===== src/rtl/iob_skid_buf_pkg.sv =====
// Shared constants for the iob_skid_buf two-entry skid buffer.
package iob_skid_buf_pkg;

   localparam int IOB_SKID_BUF_STATE_W = 2;

   typedef enum logic [IOB_SKID_BUF_STATE_W-1:0] {
      IOB_SKID_BUF_EMPTY = 2'd0,
      IOB_SKID_BUF_ONE   = 2'd1,
      IOB_SKID_BUF_FULL  = 2'd2
   } iob_skid_buf_state_t;

endpackage


===== src/rtl/iob_reg.sv =====
// Enabled register with asynchronous reset and synchronous flush.
module iob_reg #(
   parameter int                 DATA_W   = 1,
   parameter logic [DATA_W-1:0]  ARST_VAL = '0,
   parameter logic [DATA_W-1:0]  RST_VAL  = '0
) (
   input  logic              clk,
   input  logic              arst,
   input  logic              rst,
   input  logic              en,
   input  logic [DATA_W-1:0] d,
   output logic [DATA_W-1:0] q
);

   logic [DATA_W-1:0] data_q;

   always_ff @(posedge clk or posedge arst) begin
      if (arst) begin
         data_q <= ARST_VAL;
      end else if (rst) begin
         data_q <= RST_VAL;
      end else if (en) begin
         data_q <= d;
      end
   end

   assign q = data_q;

endmodule


===== src/rtl/iob_skid_buf.sv =====
// Two-entry skid buffer with registered in_ready/out_valid.
// Define IOB_SKID_BUF_LEVEL_EN to expose the occupancy on port level.
module iob_skid_buf
   import iob_skid_buf_pkg::*;
#(
   parameter int DATA_W = 32
) (
   input  logic              clk,
   input  logic              arst,
   input  logic              rst,
   input  logic              in_valid,
   input  logic [DATA_W-1:0] in_data,
   output logic              in_ready,
   output logic              out_valid,
   output logic [DATA_W-1:0] out_data,
   input  logic              out_ready
`ifdef IOB_SKID_BUF_LEVEL_EN
   ,
   output logic [1:0]        level
`endif
);

   logic [IOB_SKID_BUF_STATE_W-1:0] state_q, state_d;
   logic [DATA_W-1:0] main_q, main_d;
   logic [DATA_W-1:0] skid_q;
   logic main_en, skid_en;
   logic in_xfer, out_xfer;

   assign in_ready  = (state_q != IOB_SKID_BUF_FULL);
   assign out_valid = (state_q != IOB_SKID_BUF_EMPTY);
   assign out_data  = main_q;
   assign in_xfer   = in_valid & in_ready;
   assign out_xfer  = out_valid & out_ready;

`ifdef IOB_SKID_BUF_LEVEL_EN
   assign level = state_q;
`endif

   always_comb begin
      state_d = state_q;
      main_d  = in_data;
      main_en = 1'b0;
      skid_en = 1'b0;
      case (state_q)
         IOB_SKID_BUF_EMPTY: begin
            if (in_xfer) begin
               state_d = IOB_SKID_BUF_ONE;
               main_en = 1'b1;
            end
         end
         IOB_SKID_BUF_ONE: begin
            if (in_xfer && out_xfer) begin
               main_en = 1'b1;
            end else if (in_xfer) begin
               state_d = IOB_SKID_BUF_FULL;
               skid_en = 1'b1;
            end else if (out_xfer) begin
               state_d = IOB_SKID_BUF_EMPTY;
            end
         end
         IOB_SKID_BUF_FULL: begin
            if (out_xfer) begin
               state_d = IOB_SKID_BUF_ONE;
               main_d  = skid_q;
               main_en = 1'b1;
            end
         end
         // Encoding 3 cannot be reached; recover to EMPTY.
         default: state_d = IOB_SKID_BUF_EMPTY;
      endcase
   end

   iob_reg #(
      .DATA_W  (IOB_SKID_BUF_STATE_W),
      .ARST_VAL(IOB_SKID_BUF_EMPTY),
      .RST_VAL (IOB_SKID_BUF_EMPTY)
   ) u_state_reg (
      .clk (clk),
      .arst(arst),
      .rst (rst),
      .en  (1'b1),
      .d   (state_d),
      .q   (state_q)
   );

   iob_reg #(
      .DATA_W  (DATA_W),
      .ARST_VAL('0),
      .RST_VAL ('0)
   ) u_main_reg (
      .clk (clk),
      .arst(arst),
      .rst (rst),
      .en  (main_en),
      .d   (main_d),
      .q   (main_q)
   );

   iob_reg #(
      .DATA_W  (DATA_W),
      .ARST_VAL('0),
      .RST_VAL ('0)
   ) u_skid_reg (
      .clk (clk),
      .arst(arst),
      .rst (rst),
      .en  (skid_en),
      .d   (in_data),
      .q   (skid_q)
   );

endmodule


===== config.mk =====
export PLATFORM = sky130hd
export DESIGN_NAME = iob_skid_buf
export DESIGN_NICKNAME = d
export VERILOG_FILES = /design/src/rtl/iob_skid_buf_pkg.sv /design/src/rtl/iob_reg.sv /design/src/rtl/iob_skid_buf.sv
export SDC_FILE = /design/constraint.sdc
export NUM_CORES = 1
export LEC_CHECK = 0
export BUFFER_PORTS_ARGS = -buffer_cell sky130_fd_sc_hd__clkbuf_2
export CORE_ASPECT_RATIO = 1.5
export CORE_MARGIN = 2
export CORE_UTILIZATION = 45
export CTS_CLUSTER_SIZE = 24
export DETAILED_ROUTE_END_ITERATION = 7
export PLACE_DENSITY = 0.71
export SLEW_MARGIN = 20
export SYNTH_ARGS = -nofsm -noshare
export SYNTH_HDL_FRONTEND = slang
export SYNTH_SLANG_ARGS = --single-unit
export TNS_END_PERCENT = 20

===== constraint.sdc =====
create_clock -name clk -period 2 [get_ports clk]
set_clock_uncertainty 0.15 [all_clocks]
set_input_delay 0.3 -clock clk [delete_from_list [all_inputs] [get_ports clk]]
set_output_delay 0.3 -clock clk [all_outputs]
set_load 0.01 [all_outputs]

==> run_results.csv <==
group,metric,value,unit
outcome,outcome,"finished, final reports clean",
clock_tree,cts-root-buf,"clkbuf_8",
placement,hpwlAfterDp,4330,um
logic_synthesis,synth_cells,195,
min_path,hp-class,"in -> reg",
detailed_routing,first_pass_iters,6,
sta,finalSetupViolCount,0,
placement,portBuffers,70,
logic_synthesis,synth_seq_area_share,54.8,%
power,leakagePower,1.97,nW
worst_setup_path,worstRegToRegCells,4,
placement,dpl_cell_area,0.00343,mm2
worst_setup_path,worstSetupEndpointType,"register",
layout,areaGrowthSynthToFinish,20.9,%
logic_synthesis,synth.top_cells.by_area,"dfrtp_1 55%, o2bb2ai_2 15%, mux2i_1 11%, a22o_1 9.3%, buf_6 3.4%",
sta,finalHoldViolCount,0,
power,max-vdd-ir-drop,460,uV
clock_tree,clock_latency,0.33,ns
clock_tree,cts.clk_slew.worst_paths,0.07,ns
clock_tree,clockBufferDepth,2,
detailed_routing,antenna_left,0,
clock_tree,cts_post_setup_buffers_inserted,0,
global_routing,grt_usage,18.9,%
detailed_routing,routedWlPerCell,18.2,um
sta,fmax,533,MHz
global_routing,antenna_found_initial,0,
logic_synthesis,ys.flop_type,"dfrtp_1",
clock_tree,numCtsBuffers,9,
logic_synthesis,yosys_warnings,0,
layout,drive_gt1_share,48.9,%
min_path,worstHoldEndpoint,"u_skid_reg.q[12]",
layout,multi_input_area,0.00122,mm2
layout,final_cells,354,
worst_setup_path,rr_startpoint,"u_state_reg.q[1]",
clock_tree,cts_resized,0,
logic_synthesis,synth_edf_count,0,
placement,gp_congestion,0.749,
layout,fillers,576,
detailed_routing,first_iter_violations,91,
logic_synthesis,ys_ff_latch,66,
layout,num_antenna_cells,0,
detailed_routing,route.detailed.drc,0,
logic_synthesis,ys_top_cells_by_count,"66 x dfrtp_1, 32 x a22o_1, 32 x mux2i_1",
logic_synthesis,netlist_area,0.00302,mm2
clock_tree,cts_sinks,66,
min_path,hold_depth,2,
global_routing,first_global_vias,2072,
floorplanning,start_util,46.5,%
detailed_routing,vias,1960,
layout,final_area,0.00364,mm2
global_routing,gr-total-overflow,0,
worst_setup_path,critPathLaunchType,"register",
worst_setup_path,critPathKind,"reg -> reg",
floorplanning,core_area,0.00649,mm2
logic_synthesis,ys_async_sr_fraction,100,%
min_path,min-delay-start,"in_data[12]",
logic_synthesis,synth_top_area_cell,"dfrtp_1",
power,pwr_density_cell,789,mW/mm2
sta,slew_violations,0,
floorplanning,die_h,104,um
logic_synthesis,ys_types,24,
floorplanning,row_count,36,
worst_setup_path,r2r_setup_slack,0.12,ns
detailed_routing,vias_per_cell,5.54,
sta,fin_crit,1.88,ns
clock_tree,cts_tree,"yes",
logic_synthesis,netlist.area_leader.share,54.8,%
logic_synthesis,syn_area_per_cell,15.5,um2
sta,min_period_over_period,93.8,%
floorplanning,ios,71,
layout,fin_nets,310,
layout,postLayoutCoreUtil,56.2,%
sta,max-slew-margin-rel,43.8,%
logic_synthesis,synthesis.nets,232,
global_routing,grt_max_degree,67,
worst_setup_path,timing.rr.end,"u_skid_reg.q[4]",
worst_setup_path,critPathArrivalTime,1.99,ns
layout,regArea,0.00165,mm2
floorplanning,dieArea,0.00738,mm2
global_routing,grt_pass1_wl,10800,um
clock_tree,htree_num_levels,3,
logic_synthesis,synth_most_common_cell,"dfrtp_1",
detailed_routing,finalWirelength,6450,um
floorplanning,die_w,70.8,um
sta,rsz0062_at_grt,"false",
sta,timing.setup.tns,0,ns
flow_run,cap_violations,0,
worst_setup_path,cp_max_fo,16,
placement,dp.cells,335,
sta,worst-slew-pin-transition,0.843,ns
worst_setup_path,cp.required,2.12,ns
## layer usage
metal  routed length (um)  track usage (%)  vias to the layer above
li1                     -                -                      908
met1                 2710             24.6                      997
met2                 3370             30.0                       46
met3                  252             4.75                        9
met4                  116             7.41                        0
met5                    0                0                        -
## layout make-up
cell class / count / area share [%]
inverters: 2 / 0.309
multi-input cells: 112 / 33.4
flip-flops and latches: 66 / 45.3
clock buffers: 10 / 3.50
well taps: 76 / 2.61
repair buffers: 82 / 13.3
clock inverters: 6 / 1.58
## per-stage QoR
| step | hold slack (ns) | total power [mW] | setup slack [ns] |
|---|---|---|---|
| after floorplan | 0.216 | 1.69 | 0.580 |
| after global placement | 0.257 | 1.83 | 0.206 |
| after detailed placement | 0.262 | 1.84 | 0.0952 |
| after CTS | 0.0285 | 2.91 | 0.0879 |
| after global routing | 0.0441 | 3.00 | 0.0286 |
| final | 0.0452 | 2.87 | 0.125 |
## cell usage in the layout (no fill, tap or decap), drive strengths merged
cell,instances
and2b,1
nand3b,1
a22o,32
nand2,1
dlygate4sd3,2
buf,10
o21ai,1
xnor2,1
nor2,2
o21a,1
inv,1
mux2i,32
clkbuf,80
nand2b,3
a21oi,2
clkinv,4
dfrtp,66
nor3b,1
clkinvlp,2
a211oi,1
bufinv,1
o2bb2ai,32
or2,1
## how the worst max path moves through the flow
stage	endpoint	startpoint	slack, ns	depth (start not counted)
2_1_floorplan	u_main_reg.q[0]	u_state_reg.q[1]	0.58	5
3_3_place_gp	u_skid_reg.q[24]	u_state_reg.q[1]	0.21	4
3_5_place_dp	u_skid_reg.q[7]	u_state_reg.q[1]	0.1	4
4_1_cts	u_skid_reg.q[1]	u_state_reg.q[1]	0.09	4
5_1_grt	u_skid_reg.q[6]	u_state_reg.q[1]	0.03	4
6_report	u_skid_reg.q[4]	u_state_reg.q[1]	0.12	4
## cells by family after synthesis
group	count (synthesis)	share of synthesized area (%)
buffers and inverters	18	5.35
AO/OA/AOI/OAI	68	26.1
flip-flops	66	54.8
AND/OR/NAND/NOR	10	2.82
multiplexers	32	10.6
XOR/XNOR	1	0.291
## where the power goes
group	internal (mW)	switching, mW
sequential	1.40	0.0471
clock	0.567	0.489
combinational	0.162	0.212
total	2.13	0.748
## critical path: stages (launching register included)
cell and delay (ns):
dfrtp_1 0.40, nand2b_2 0.22, inv_2 0.09, a21oi_2 0.68
a22o_1 0.26
## state kept, by name (all words and copies together) (netlist names)
name,cells
u_main_reg.q,32
u_skid_reg.q,32
u_state_reg.q,2
## repair_timing
| item | CTS | global route |
|---|---|---|
| endpoints found under the hold margin | 67 | 0 |
| hold buffers | 2 | 0 |
| setup endpoints to repair | 0 | 8 |
Note: power is estimated with default switching activity, not from simulation.
